**config.mk**
```make
export PLATFORM = sky130hd
export DESIGN_NAME = wb_stage_buf
export DESIGN_NICKNAME = d
export VERILOG_FILES = /design/src/rtl/wb_stage_buf.sv
export SDC_FILE = /design/constraint.sdc
export NUM_CORES = 1
export LEC_CHECK = 0
export ABC_AREA = 1
export BUFFER_PORTS_ARGS = -buffer_cell sky130_fd_sc_hd__buf_2
export CORE_AREA = 2 2 130 132
export DETAILED_ROUTE_END_ITERATION = 16
export DIE_AREA = 0 0 132 134
export PLACE_DENSITY_LB_ADDON = 0.3
export SYNTH_ARGS = -nofsm -noshare
export SYNTH_HDL_FRONTEND = slang
export SYNTH_SLANG_ARGS = --single-unit
export TNS_END_PERCENT = 10
```
**constraint.sdc**
```tcl
create_clock -name clk -period 2.1 [get_ports clk]
set_input_delay 0.42 -clock clk [delete_from_list [all_inputs] [get_ports clk]]
set_output_delay 0.42 -clock clk [all_outputs]
set_load 0.1 [all_outputs]
```
**src/rtl/wb_stage_buf.sv**
```systemverilog
// MEM->WB stage buffer: DEPTH-entry circular queue of LANES writeback records per entry.
// Optional newest-first forwarding lookup is built only when WB_STAGE_BUF_FWD_EN is defined.
module wb_stage_buf #(
    parameter int ADDR_W = 5,
    parameter int DATA_W = 32,
    parameter int LANES  = 1,
    parameter int DEPTH  = 2
) (
    input  logic                     clk,
    input  logic                     rst,
    input  logic                     rdy,
    input  logic                     hold,
    input  logic                     flush,
    input  logic                     in_valid,
    output logic                     in_ready,
    input  logic [LANES*ADDR_W-1:0]  in_rd,
    input  logic [LANES*DATA_W-1:0]  in_vd,
    input  logic [LANES-1:0]         in_we,
    output logic                     out_valid,
    input  logic                     out_ready,
    output logic [LANES*ADDR_W-1:0]  out_rd,
    output logic [LANES*DATA_W-1:0]  out_vd,
    output logic [LANES-1:0]         out_we,
    input  logic [ADDR_W-1:0]        fwd_addr,
    output logic                     fwd_hit,
    output logic [DATA_W-1:0]        fwd_data
);

    localparam int PTR_W = $clog2(DEPTH);
    localparam int CNT_W = $clog2(DEPTH) + 1;

    logic [LANES*ADDR_W-1:0] rd_mem [DEPTH];
    logic [LANES*DATA_W-1:0] vd_mem [DEPTH];
    logic [LANES-1:0]        we_mem [DEPTH];

    logic [PTR_W-1:0] wr_ptr;
    logic [PTR_W-1:0] rd_ptr;
    logic [CNT_W-1:0] count;

    logic             full;
    logic             empty;
    logic             push;
    logic             pop;
    logic [LANES-1:0] we_in;

    assign full  = (count == CNT_W'(DEPTH));
    assign empty = (count == '0);

    // Handshake: a transfer happens on a rising edge where valid and ready are both 1.
    // in_ready ignores out_ready (a full buffer never accepts); both sides drop while hold or ~rdy.
    assign in_ready  = ~full & ~hold & rdy;
    assign out_valid = ~empty & ~hold & rdy;
    assign push      = in_valid & in_ready;
    assign pop       = out_valid & out_ready;

    // Writes to x0 are architecturally discarded, so drop their enable at entry.
    always_comb begin
        we_in = '0;
        for (int i = 0; i < LANES; i++) begin
            we_in[i] = in_we[i] & (in_rd[i*ADDR_W +: ADDR_W] != '0);
        end
    end

    always_ff @(posedge clk) begin
        if (rst) begin
            wr_ptr <= '0;
            rd_ptr <= '0;
            count  <= '0;
            for (int d = 0; d < DEPTH; d++) begin
                rd_mem[d] <= '0;
                vd_mem[d] <= '0;
                we_mem[d] <= '0;
            end
        end else if (rdy) begin
            if (flush) begin
                wr_ptr <= '0;
                rd_ptr <= '0;
                count  <= '0;
                for (int d = 0; d < DEPTH; d++) begin
                    we_mem[d] <= '0;
                end
            end else begin
                if (push) begin
                    rd_mem[wr_ptr] <= in_rd;
                    vd_mem[wr_ptr] <= in_vd;
                    we_mem[wr_ptr] <= we_in;
                    wr_ptr         <= wr_ptr + PTR_W'(1);
                end
                if (pop) begin
                    rd_ptr <= rd_ptr + PTR_W'(1);
                end
                case ({push, pop})
                    2'b10:   count <= count + CNT_W'(1);
                    2'b01:   count <= count - CNT_W'(1);
                    default: count <= count;
                endcase
            end
        end
    end

    assign out_rd = empty ? '0 : rd_mem[rd_ptr];
    assign out_vd = empty ? '0 : vd_mem[rd_ptr];
    assign out_we = empty ? '0 : we_mem[rd_ptr];

`ifdef WB_STAGE_BUF_FWD_EN
    // Walk oldest to newest and low lane to high lane; the last match wins,
    // which gives newest-entry, highest-lane priority.
    always_comb begin
        fwd_hit  = 1'b0;
        fwd_data = '0;
        for (int k = 0; k < DEPTH; k++) begin
            if (CNT_W'(k) < count) begin
                for (int l = 0; l < LANES; l++) begin
                    if (we_mem[rd_ptr + PTR_W'(k)][l] &&
                        (rd_mem[rd_ptr + PTR_W'(k)][l*ADDR_W +: ADDR_W] == fwd_addr) &&
                        (fwd_addr != '0)) begin
                        fwd_hit  = 1'b1;
                        fwd_data = vd_mem[rd_ptr + PTR_W'(k)][l*DATA_W +: DATA_W];
                    end
                end
            end
        end
    end
`else
    logic unused_fwd_addr;
    assign unused_fwd_addr = ^fwd_addr;
    assign fwd_hit  = 1'b0;
    assign fwd_data = '0;
`endif

endmodule

```
Word-level counts from Yosys, hierarchy flattened
Memories as Yosys holds them, arrays and structs flattened. A register that Yosys moved wholly into a read port is not among the register bits.
Cells that the tools add are included.
{"block": "word_totals", "register_bits": 4, "ram_bits": 76, "in_bits": 50, "out_inout_bits": 73, "wordCells": 73, "n_memories": 3}
{"block": "op_classes", "add_sub_neg": 4, "n_eq_ne": 3, "muxes": 37, "bitwise": 12, "reduce_logical": 11}
{"memory": "vd_mem", "words": 2, "word_bits": 32, "rd": 1, "rd_ports_with_merged_regs": 1, "wr": 2, "line_no": "33", "source": "logic [LANES*DATA_W-1:0] vd_mem [DEPTH];"}
{"memory": "rd_mem", "words": 2, "word_bits": 5, "rd": 1, "rd_ports_with_merged_regs": 1, "wr": 2, "line_no": "32", "source": "logic [LANES*ADDR_W-1:0] rd_mem [DEPTH];"}
{"memory": "we_mem", "words": 2, "word_bits": 1, "rd": 1, "rd_ports_with_merged_regs": 1, "wr": 2, "line_no": "34", "source": "logic [LANES-1:0] we_mem [DEPTH];"}
{"cell": "$mux W32", "count": 2}
{"cell": "$reduce_or A32 Y1", "count": 1}
{"cell": "$mux W1", "count": 31}
{"cell": "$mux W5", "count": 2}
{"cell": "$and A1 B1 Y1", "count": 7}
{"cell": "$reduce_and A2 Y1", "count": 3}
{"cell": "$reduce_bool A5 Y1", "count": 1}
{"cell": "$reduce_or A5 Y1", "count": 1}
{"cell": "$eq A2 B2 Y1 const B", "count": 2}
{"cell": "$pmux W2 S2", "count": 1}
{"cell": "$reduce_bool A2 Y1", "count": 2}
{"cell": "$not A1 Y1", "count": 3}
{"cell": "$reduce_bool A3 Y1", "count": 1}
{"cell": "$add A1 B1 Y1 const B", "count": 2}
{"cell": "$add A2 B1 Y2 const B", "count": 1}
{"cell": "$eq A2 B1 Y1 const B", "count": 1}
{"cell": "$logic_not A2 Y1", "count": 1}
{"cell": "$mux W2", "count": 1}
{"cell": "$or A1 B1 Y1", "count": 2}
{"cell": "$sub A2 B1 Y2 const B", "count": 1}
{"cell": "$reduce_or A1 Y1", "count": 1}

Logic depth before layout (Yosys ltp)
Gate-level depths: netlist of run 1.
{"block": "logic_depth", "depth_word": 12, "mapped_depth": 10}

Worst setup path before layout of run 1
Ideal clock, no wire load.
{"block": "synth_path", "path_type": "register to output", "from": "register count[0]", "to": "output out_vd[11]", "arrival_time_ps": 2348, "t_required_ps": 1680, "slack_ps": -668, "stages_incl_launch_ff": 7, "n_path_buf": 2, "cell_sequence": "dfxtp_1 > inv_1 > nand2_1 > inv_1 > buf_2 > buf_1 > a21oi_1"}
{"block": "synth_via", "elab_chain_cells": 2}
{"item": "start, declared", "line_no": "38", "source": "logic [CNT_W-1:0] count;"}
{"item": "start signal, assigned", "line_no": "93", "source": "2'b10: count <= count + CNT_W'(1);"}
{"item": "start signal, assigned", "line_no": "94", "source": "2'b01: count <= count - CNT_W'(1);"}
{"item": "start signal, assigned", "line_no": "95", "source": "default: count <= count;"}
{"item": "$logic_not A2 Y1", "line_no": "47", "source": "assign empty = (count == '0);"}
{"item": "$mux W32", "line_no": "102", "source": "assign out_vd = empty ? '0 : vd_mem[rd_ptr];"}
{"item": "end, declared", "line_no": "22", "source": "output logic [LANES*DATA_W-1:0] out_vd,"}
No other way between the ends.

Worst setup path after layout of run 1
{"block": "layout_path", "from": "register count[0]", "to": "output out_vd[9]"}
The elaborated chain is that of the path after synthesis.

==> flow_summary.yaml, run 1 <==
min_path:
  hold_class: "primary input to register"
floorplan:
  row_count: 47
  die_height_um: 134
  floorplan.die_area_mm2: 0.01769
  start_util_pct: 24.41
  pin_count: 123
  coreArea_mm2: 0.01629
  floorplan.die.width_um: 132
global_route:
  first_global_vias: 2943
  globalRouteTotalUtil_pct: 10.62
  globalRouteMet2Util_pct: 18.92
  grtUsageMet3_pct: 2.192
  antenna_found_initial: 0
  globalRouteOverflowTotal: 0
  use_met1_pct: 12.31
  grt_pass1_wl_um: 14460
  grt_max_degree: 23
  grt_most_used_layer: "met2"
drt:
  postRouteWirelength_um: 9156
  route.antenna.remaining_nets: 0
  route.detailed.vias_per_inst: 4.051
  wl_per_cell_um: 12.54
  route.vias.total: 2957
  drc: 0
  drtIter0Drc: 124
  dr.pass1.iters: 5
setup_path:
  worstSetupEndpointType: "output pin"
  setup.worst_path.start_class: "register"
  criticalPathCategory: "register to output pin"
  worst_ep_arrival_time_ns: 1.61
  crit_required_ns: 1.68
  crit_fanout: 19
clock_network:
  cts_buffer_depth: 2
  cts_htree_levels: 3
  worstSkewPairLatency_ns: 0.33
  buffers_inserted_by_post_cts_timing_repair: 0
  clock_buffers_created_by_tritoncts: 9
  cts_num_sinks: 81
  cts_tree: "done"
  cts_root_buffer: "sky130_fd_sc_hd__clkbuf_16"
  cts.reportedPaths.clkPinSlew_ns: 0.06
sta:
  achievable-frequency_mhz: 493.4
  number_of_endpoints_failing_setup_at_the_final_stage: 0
  final.setup_skew_ns: 0.006518
  finalMaxSlewViolations: 0
  setup_tns_ns: 0
  hold_violations: 0
  final_min_period_over_clock_period_pct: 96.52
  finalHoldWorstSlack_ns: 0.3196
  post-route-min-period_ns: 2.027
  grt_setup_unrepaired: "true"
power_and_ir_drop:
  p_leak_nw: 2.382
  p_per_area_mw_per_mm2: 776.0
  vdd_ir_drop_max_mv: 0.3443
final_layout:
  final.fill_count: 1681
  final_layout_size_suffix_gt1_share_pct: 30.98
  num_antenna_cells: 0
  finish.instance_area_mm2: 0.005724
  area_growth_syn_to_layout_pct: 43.96
  multi_input_comb_area_mm2: 0.001444
  finish.utilization_pct: 35.14
  nets: 555
  layout.area.seq_mm2: 0.002384
  post_layout_nonfiller_instances: 730
logic_synthesis:
  synth_seq_cells: 81
  synth_area_mm2: 0.003976
  synth_warnings: 0
  synthesis.area_per_instance_um2: 9.536
  yosys.cell_types.count: 21
  yosysSeqAreaShare_pct: 59.91
  synth_cells: 417
placement:
  placed_cells: 714
  place.detailed.hpwl_um: 6226
  gp_routability_congestion: 0.7185
  buffer_ports.inserted: 84
  post_dp_cell_area_mm2: 0.005291
flow_run:
  drv.max_cap_violation_count: 0
outcome:
  outcome: "complete, no violations"
[worst max-delay path, stage by stage (launching register included)]
cell and delay (ns):
sky130_fd_sc_hd__dfxtp_1 0.37, sky130_fd_sc_hd__inv_1 0.10, sky130_fd_sc_hd__nand2_2 0.11, sky130_fd_sc_hd__inv_2 0.11
sky130_fd_sc_hd__buf_12 0.20, sky130_fd_sc_hd__a21oi_2 0.18, sky130_fd_sc_hd__buf_12 0.19
[path summary, 6_finish.rpt]
path                    startpoint                           to  slack, ns  cells past startpoint
max          count[0]$_SDFFE_PP0P_                    out_vd[9]       0.07                      6
min                            rst                     register       0.32                      2
max reg2reg  count[0]$_SDFFE_PP0P_  vd_mem[1][14]$_SDFFCE_PN0P_       0.40                      7
min reg2reg    rd_ptr$_SDFFE_PP0P_                     register       0.52                      2
[per-stage QoR]
| step | power, W | setup slack [ns] |
|---|---|---|
| finish | 0.004442 | 0.07313 |
| global route | 0.004606 | -0.01655 |
| CTS | 0.004467 | -0.07272 |
| detailed placement | 0.002942 | 0.2466 |
| global placement | 0.002936 | 0.2724 |
| floorplan | 0.002672 | -0.5156 |
[timing repair]
item / 4_1_cts / 5_1_grt
endpoints found under the setup margin: 23 / 29
hold buffers: 0 / 0
pin swaps: 0 / 0
resized for setup: 3 / 24
hold endpoints to repair: 0 / 0
[flip-flops by register name, summed over array words and instances (netlist names), named ones only]
name,flops
wr_ptr,1
we_mem,2
rd_ptr,1
count,2
vd_mem,64
rd_mem,10
[area by class of cell]
cell class / instances / share of cell area (%)
Clock buffer: 10 / 4.000
Timing Repair Buffer: 98 / 20.15
Tap cell: 220 / 4.809
Multi-Input combinational cell: 267 / 25.22
Inverter: 48 / 3.148
Clock inverter: 6 / 1.027
Sequential cell: 81 / 41.64
[report_power, final]
group	switching [W]	total [W]	internal [W]	leakage [nW]
Clock	0.000594	0.00151	0.000912	0.136
Sequential	0.0000174	0.00184	0.00182	0.832
Combinational	0.000827	0.00110	0.000270	1.41
[Yosys cell counts]
library cell | instances | area [um^2]
sky130_fd_sc_hd__a21oi_1 | 42 | 210.2
sky130_fd_sc_hd__buf_1 | 5 | 18.77
sky130_fd_sc_hd__buf_2 | 3 | 15.01
sky130_fd_sc_hd__buf_4 | 33 | 247.7
sky130_fd_sc_hd__buf_6 | 8 | 90.09
sky130_fd_sc_hd__clkbuf_1 | 4 | 15.01
sky130_fd_sc_hd__conb_1 | 1 | 3.750
sky130_fd_sc_hd__dfxtp_1 | 5 | 100.1
sky130_fd_sc_hd__edfxtp_1 | 76 | 2282
sky130_fd_sc_hd__inv_1 | 47 | 176.4
sky130_fd_sc_hd__inv_2 | 1 | 3.750
sky130_fd_sc_hd__nand2_1 | 96 | 360.4
sky130_fd_sc_hd__nand3_1 | 5 | 25.02
sky130_fd_sc_hd__nand3_2 | 1 | 10.01
sky130_fd_sc_hd__nand3_4 | 2 | 35.03
sky130_fd_sc_hd__nand3b_4 | 1 | 20.02
sky130_fd_sc_hd__nand4_1 | 1 | 6.260
sky130_fd_sc_hd__nor2_1 | 81 | 304.0
sky130_fd_sc_hd__nor2_4 | 2 | 22.52
sky130_fd_sc_hd__nor2_8 | 1 | 20.02
sky130_fd_sc_hd__o21ai_0 | 2 | 10.01
[per-layer routing]
| layer | vias up | wire length [um] |
|---|---|---|
| met1 | 1419 | 3832 |
| met5 | - | 0 |
| li1 | 1431 | - |
| met2 | 91 | 4722 |
| met3 | 16 | 422 |
| met4 | 0 | 179 |
[cells by family (layout without fill, tap and decap cells)]
family	count (synthesis)	count (layout)	synth area share (%)
and+or+nand+nor	190	190	20.20
DFF	81	81	59.91
AOI/OAI and AO/OA	44	44	5.538
buffers and inverters	101	162	14.25
other	1	33	0.09431
[placed cells by master, fill, tap and decap left out, types with 3 or more instances in the layout]
master | synthesis | routed
sky130_fd_sc_hd__dfxtp_1 | 5 | 4
sky130_fd_sc_hd__nand2_1 | 96 | 93
sky130_fd_sc_hd__nor2_1 | 81 | 81
sky130_fd_sc_hd__a21oi_2 | 0 | 11
sky130_fd_sc_hd__clkbuf_16 | 0 | 9
sky130_fd_sc_hd__a21oi_4 | 0 | 22
sky130_fd_sc_hd__buf_12 | 0 | 42
sky130_fd_sc_hd__a21oi_1 | 42 | 9
sky130_fd_sc_hd__conb_1 | 1 | 33
sky130_fd_sc_hd__buf_2 | 3 | 46
sky130_fd_sc_hd__nand2_2 | 0 | 3
sky130_fd_sc_hd__inv_1 | 47 | 46
sky130_fd_sc_hd__buf_4 | 33 | 9
sky130_fd_sc_hd__edfxtp_1 | 76 | 76
sky130_fd_sc_hd__nand3_1 | 5 | 5
Note: power is estimated with default switching activity, not from simulation.
==> inputs of run 2 (changes only) <==
Settings changed: CELL_PAD_IN_SITES_DETAIL_PLACEMENT set to 0, CELL_PAD_IN_SITES_GLOBAL_PLACEMENT set to 1, CTS_CLUSTER_DIAMETER set to 50.
==> run 2 against run 1 <==
Maximum frequency rose by 0.73%. Utilization fell by 0.51 points. Via count fell by 2.4%. Worst setup slack improved by 0.015 ns. Combinational power fell by 5%. Cell area fell by 1.5%. Non-clock buffer count fell by 3. Global-route usage rose by 0.17 points. Sequential power barely moved. Clock power rose by 34%. Die area did not move.
==> flow_summary.yaml, run 2 (synthesized netlist as in run 1, its figures left out) <==
power_and_ir_drop:
  p_per_area_mw_per_mm2: 871.3
  p_leak_nw: 2.400
  vdd_ir_drop_max_mv: 0.3943
floorplan:
  pin_count: 123
  row_count: 47
  coreArea_mm2: 0.01629
  floorplan.die.width_um: 132
  die_height_um: 134
  start_util_pct: 24.41
  floorplan.die_area_mm2: 0.01769
final_layout:
  final_cell_mix: "93 x sky130_fd_sc_hd__nand2_1, 81 x sky130_fd_sc_hd__nor2_1, 76 x sky130_fd_sc_hd__edfxtp_1"
  layout.cells.most_common: "sky130_fd_sc_hd__nand2_1"
  post_layout_nonfiller_instances: 727
  final.fill_count: 1657
  num_antenna_cells: 0
  area_growth_syn_to_layout_pct: 41.85
  nets: 552
  max_ffs_per_register: 64
  final_layout_size_suffix_gt1_share_pct: 28.99
  layout_top_registers: "vd_mem: 64 flops, rd_mem: 10 flops"
  max_flop_register: "vd_mem"
sta:
  post-route-min-period_ns: 2.012
  hold_violations: 0
  final_min_period_over_clock_period_pct: 95.82
  number_of_endpoints_failing_setup_at_the_final_stage: 0
  finalMaxSlewViolations: 0
  final.setup_skew_ns: 0.005957
  achievable-frequency_mhz: 497.0
  grt_setup_unrepaired: "false"
  finalWorstSetupSlack_ns: 0.08774
clock_network:
  postCtsResizedCells: 6
  cts_tree: "done"
  cts_num_sinks: 81
  cts_buffer_depth: 2
  buffers_inserted_by_post_cts_timing_repair: 0
  cts_htree_levels: 3
  cts_root_buffer: "sky130_fd_sc_hd__clkbuf_16"
  cts.reportedPaths.clkPinSlew_ns: 0.06
  cts_hold_repair.buffers: 0
  worstSkewPairLatency_ns: 0.33
  clock_buffers_created_by_tritoncts: 9
drt:
  drc: 0
  route.antenna.remaining_nets: 0
  route.vias.total: 2885
  wl_per_cell_um: 12.88
  postRouteWirelength_um: 9362
  route.detailed.vias_per_inst: 3.968
  dr.pass1.iters: 4
  drtIter0Drc: 177
global_route:
  use_met1_pct: 13.51
  grt_max_degree: 39
  grt_most_used_layer: "met2"
  grt_pass1_wl_um: 14730
  globalRouteMet2Util_pct: 18.14
  antenna_found_initial: 0
  globalRouteTotalUtil_pct: 10.79
  grtUsageMet3_pct: 2.608
  first_global_vias: 2838
  globalRouteOverflowTotal: 0
setup_path:
  criticalPathCategory: "register to output pin"
  worstSetupEndpointType: "output pin"
  crit_required_ns: 1.68
  worst_path_max_delay_cell: "sky130_fd_sc_hd__dfxtp_1"
  cp_slowest_stage_delay_ns: 0.35
  worst_ep_arrival_time_ns: 1.59
  crit_chain: "inv_1 > nand2_2 > inv_8 > a21oi_1 > buf_12"
  setup.worst_path.start_class: "register"
  crit_fanout: 29
placement:
  place.detailed.hpwl_um: 6079
  buffer_ports.inserted: 84
  gp_routability_congestion: 0.7523
  placed_cells: 711
  pre_cts_ws_ns: 0.07262
min_path:
  hold_class: "primary input to register"
outcome:
  outcome: "complete, no violations"
flow_run:
  drv.max_cap_violation_count: 0
-- run 2: changes by cell type in the layout (fill, tap and decap cells not counted), moves of 3 or more --
cell / before / now
sky130_fd_sc_hd__a21oi_4: 22 / 10
sky130_fd_sc_hd__a21oi_1: 9 / 19
sky130_fd_sc_hd__bufinv_16: 1 / 5
sky130_fd_sc_hd__clkbuf_4: 0 / 4
sky130_fd_sc_hd__buf_12: 42 / 39
sky130_fd_sc_hd__buf_4: 9 / 6
-- run 2: area by class of cell --
type / instances / area, um^2 / share of cell area, %
flip-flops and latches: 81 / 2384 / 42.26
multi-input cells: 267 / 1316 / 23.34
repair buffers: 95 / 1086 / 19.25
well taps: 220 / 275.3 / 4.880
clock buffers: 9 / 225.2 / 3.993
inverters: 48 / 187.7 / 3.327
clock inverters: 7 / 166.4 / 2.950
-- run 2: path summary, 6_finish.rpt --
path | startpoint | end | slack [ns] | depth (start not counted)
min reg2reg | rd_ptr$_SDFFE_PP0P_ | register | 0.50 | 2
max reg2reg | count[0]$_SDFFE_PP0P_ | vd_mem[0][15]$_SDFFCE_PN0P_ | 0.45 | 7
max | count[0]$_SDFFE_PP0P_ | out_vd[0] | 0.09 | 5
min | rst | register | 0.31 | 2
-- run 2: report_power, final --
part | switching (W) | internal (W) | total (W)
clock | 0.000624 | 0.00140 | 0.00203
sequential | 0.0000167 | 0.00182 | 0.00184
combinational | 0.000806 | 0.000243 | 0.00105
-- run 2: per-stage QoR --
| stage | hold WS, ns | area, um^2 | power [W] | TNS (ns) | util (%) |
|---|---|---|---|---|---|
| after floorplan | 0.4643 | 4252 | 0.002672 | -22.66 | - |
| after global placement | 0.4817 | 5219 | 0.002914 | 0 | 32.04 |
| after detailed placement | 0.4881 | 5219 | 0.002919 | 0 | 32.04 |
| after CTS | 0.2811 | 5623 | 0.004980 | 0 | 34.52 |
| after global routing | 0.3046 | 5640 | 0.005080 | 0 | 34.63 |
| final | 0.3056 | 5640 | 0.004914 | 0 | 34.63 |
-- run 2: critical path, delay by kind of cell (launching register included) --
kind,cells,cell delay [ns]
AO/OA/AOI/OAI,1,0.32
buffers and inverters,3,0.43
flip-flops,1,0.35
AND/OR/NAND/NOR,1,0.15
-- run 2: per-layer routing --
layer / vias up / wire length (um)
li1: 1433 / -
met1: 1366 / 4113
met2: 78 / 4698
met3: 8 / 426
met4: 0 / 123
met5: - / 0
==> inputs of run 3 (changes only) <==
Settings changed: CORE_AREA 2 2 130 132 to 2 2 112 114, DIE_AREA 0 0 132 134 to 0 0 114 116, MAX_ROUTING_LAYER set to met4.
==> run 3 against run 2 <==
Worst hold slack better by 0.0039 ns. Clock skew increased by 0.0027 ns. Utilization grew 11 points. Count of clock-buffer cells in the layout is 5 higher. Routed wire length is 8.0% lower. Power fell by 11%. Via count is 1.4% lower. Largest power group is now registers. Highest routed layer unchanged.
==> flow_summary.yaml, run 3 (synthesized netlist as in run 1, its figures left out) <==
final_layout:
  num_antenna_cells: 0
  final.fill_count: 1140
  final_cell_mix: "93 x sky130_fd_sc_hd__nand2_1, 81 x sky130_fd_sc_hd__nor2_1, 76 x sky130_fd_sc_hd__edfxtp_1"
  finish.utilization_pct: 46.04
  max_flop_register: "vd_mem"
  nets: 554
  layout_top_registers: "vd_mem: 64 flops, rd_mem: 10 flops"
  max_ffs_per_register: 64
  area_growth_syn_to_layout_pct: 37.92
  layout.cells.most_common: "sky130_fd_sc_hd__nand2_1"
  final_layout_size_suffix_gt1_share_pct: 28.68
floorplan:
  die_height_um: 116
  start_util_pct: 33.38
  coreArea_mm2: 0.01191
  pin_count: 123
  floorplan.die.width_um: 114
  row_count: 40
  floorplan.die_area_mm2: 0.01322
sta:
  finalWorstSetupSlack_ns: 0.1078
  post-route-min-period_ns: 1.992
  hold_violations: 0
  number_of_endpoints_failing_setup_at_the_final_stage: 0
  grt_setup_unrepaired: "false"
  finalMaxSlewViolations: 0
  finalHoldWorstSlack_ns: 0.3095
  final_min_period_over_clock_period_pct: 94.87
  achievable-frequency_mhz: 502.0
  final.setup_skew_ns: 0.008681
placement:
  buffer_ports.inserted: 84
  gp_routability_congestion: 0.7988
  place.detailed.hpwl_um: 5772
  pre_cts_ws_ns: 0.06713
power_and_ir_drop:
  p_per_area_mw_per_mm2: 796.7
  p_leak_nw: 2.368
  vdd_ir_drop_max_mv: 0.3143
setup_path:
  setup.worst_path.start_class: "register"
  crit_fanout: 31
  worst_path_max_delay_cell: "sky130_fd_sc_hd__dfxtp_1"
  path_common_cell: "sky130_fd_sc_hd__buf_12"
  worstSetupEndpointType: "output pin"
  worst_ep_arrival_time_ns: 1.57
  worst_r2r_path_depth: 7
  cp_slowest_stage_delay_ns: 0.35
  crit_required_ns: 1.68
  crit_chain: "inv_1 > nand2_2 > inv_8 > buf_12 > a21oi_4 > buf_12"
  criticalPathCategory: "register to output pin"
clock_network:
  cts_num_sinks: 81
  clock_buffers_created_by_tritoncts: 9
  cts_tree: "done"
  cts_buffer_depth: 2
  cts_htree_levels: 3
  cts_root_buffer: "sky130_fd_sc_hd__clkbuf_16"
  worstSkewPairLatency_ns: 0.33
  cts_hold_repair.buffers: 0
  cts.reportedPaths.clkPinSlew_ns: 0.06
drt:
  drc: 0
  route.detailed.vias_per_inst: 4.338
  route.vias.total: 2846
  postRouteWirelength_um: 8616
  route.antenna.remaining_nets: 0
  wl_per_cell_um: 13.13
  drtIter0Drc: 127
  dr.pass1.iters: 4
min_path:
  holdPathStages: 2
  hold_class: "primary input to register"
global_route:
  globalRouteOverflowTotal: 0
  grt_pass1_wl_um: 13460
  globalRouteTotalUtil_pct: 13.75
  antenna_found_initial: 0
  grt_max_degree: 32
  first_global_vias: 2774
flow_run:
  drv.max_cap_violation_count: 0
outcome:
  outcome: "complete, no violations"
[run 3: cell count changes in the layout (fill, tap and decap cells not counted), moves of 2 or more]
cell / before / now
sky130_fd_sc_hd__clkbuf_8: 0 / 3
sky130_fd_sc_hd__buf_12: 39 / 41
sky130_fd_sc_hd__buf_4: 6 / 9
sky130_fd_sc_hd__clkbuf_4: 4 / 0
sky130_fd_sc_hd__bufinv_16: 5 / 0
sky130_fd_sc_hd__clkbuf_1: 0 / 2
[run 3: what timing repair did]
item | in CTS | in global routing
setup buffers | 0 | 0
endpoints found under the setup margin | 38 | 26
resized for setup | 3 | 5
hold endpoints to repair | 0 | 0
cloned | 0 | 0
pin swaps | 0 | 0
[run 3: final cells by class]
type | count | area [um^2] | share of cell area, %
Sequential cell | 81 | 2384 | 43.46
Clock buffer | 14 | 274.0 | 4.997
Timing Repair Buffer | 97 | 1130 | 20.60
Multi-Input combinational cell | 267 | 1313 | 23.93
Clock inverter | 2 | 12.51 | 0.2282
Inverter | 48 | 187.7 | 3.422
Tap cell | 147 | 183.9 | 3.354
[run 3: path summary, 6_finish.rpt]
kind / from / to / slack, ns
setup reg to reg: count[0]$_SDFFE_PP0P_ / vd_mem[0][30]$_SDFFCE_PN0P_ / 0.32
hold reg to reg: rd_ptr$_SDFFE_PP0P_ / register / 0.50
hold / removal: rst / register / 0.31
setup / recovery: count[0]$_SDFFE_PP0P_ / out_vd[14] / 0.11
[run 3: worst max-delay path: cells and delay by family, from the launching register on]
kind,cells,cell delay (ns)
AND/OR/NAND/NOR,1,0.14
flip-flops,1,0.35
buffers and inverters,4,0.59
AO/OA/AOI/OAI,1,0.14
[run 3: power by group]
group / internal, W / total [W] / leakage [nW] / switching (W)
Clock: 0.000896 / 0.00147 / 0.139 / 0.000577
Combinational: 0.000253 / 0.00106 / 1.40 / 0.000804
Sequential: 0.00182 / 0.00184 / 0.832 / 0.0000168
Total: 0.00297 / 0.00437 / 2.37 / 0.00140
[run 3: layer usage]
layer,global-route usage (%),part of all wire [%],up-vias
met1,16.48,45,1332
li1,-,-,1431
met2,23.25,51,77
met3,2.981,3.8,6
met4,4.390,0.48,0
met5,-,0,-
[run 3: through the flow]
step | setup TNS (ns) | cell area (um^2) | std cells | total power, W
final | 0 | 5484 | 656 | 0.004369
after global placement | 0 | 5180 | 640 | 0.002925
after detailed placement | 0 | 5180 | 640 | 0.002931
after floorplan | -22.66 | 4252 | 449 | 0.002672
after CTS | -0.0006278 | 5475 | 656 | 0.004406
after global routing | 0 | 5484 | 656 | 0.004517
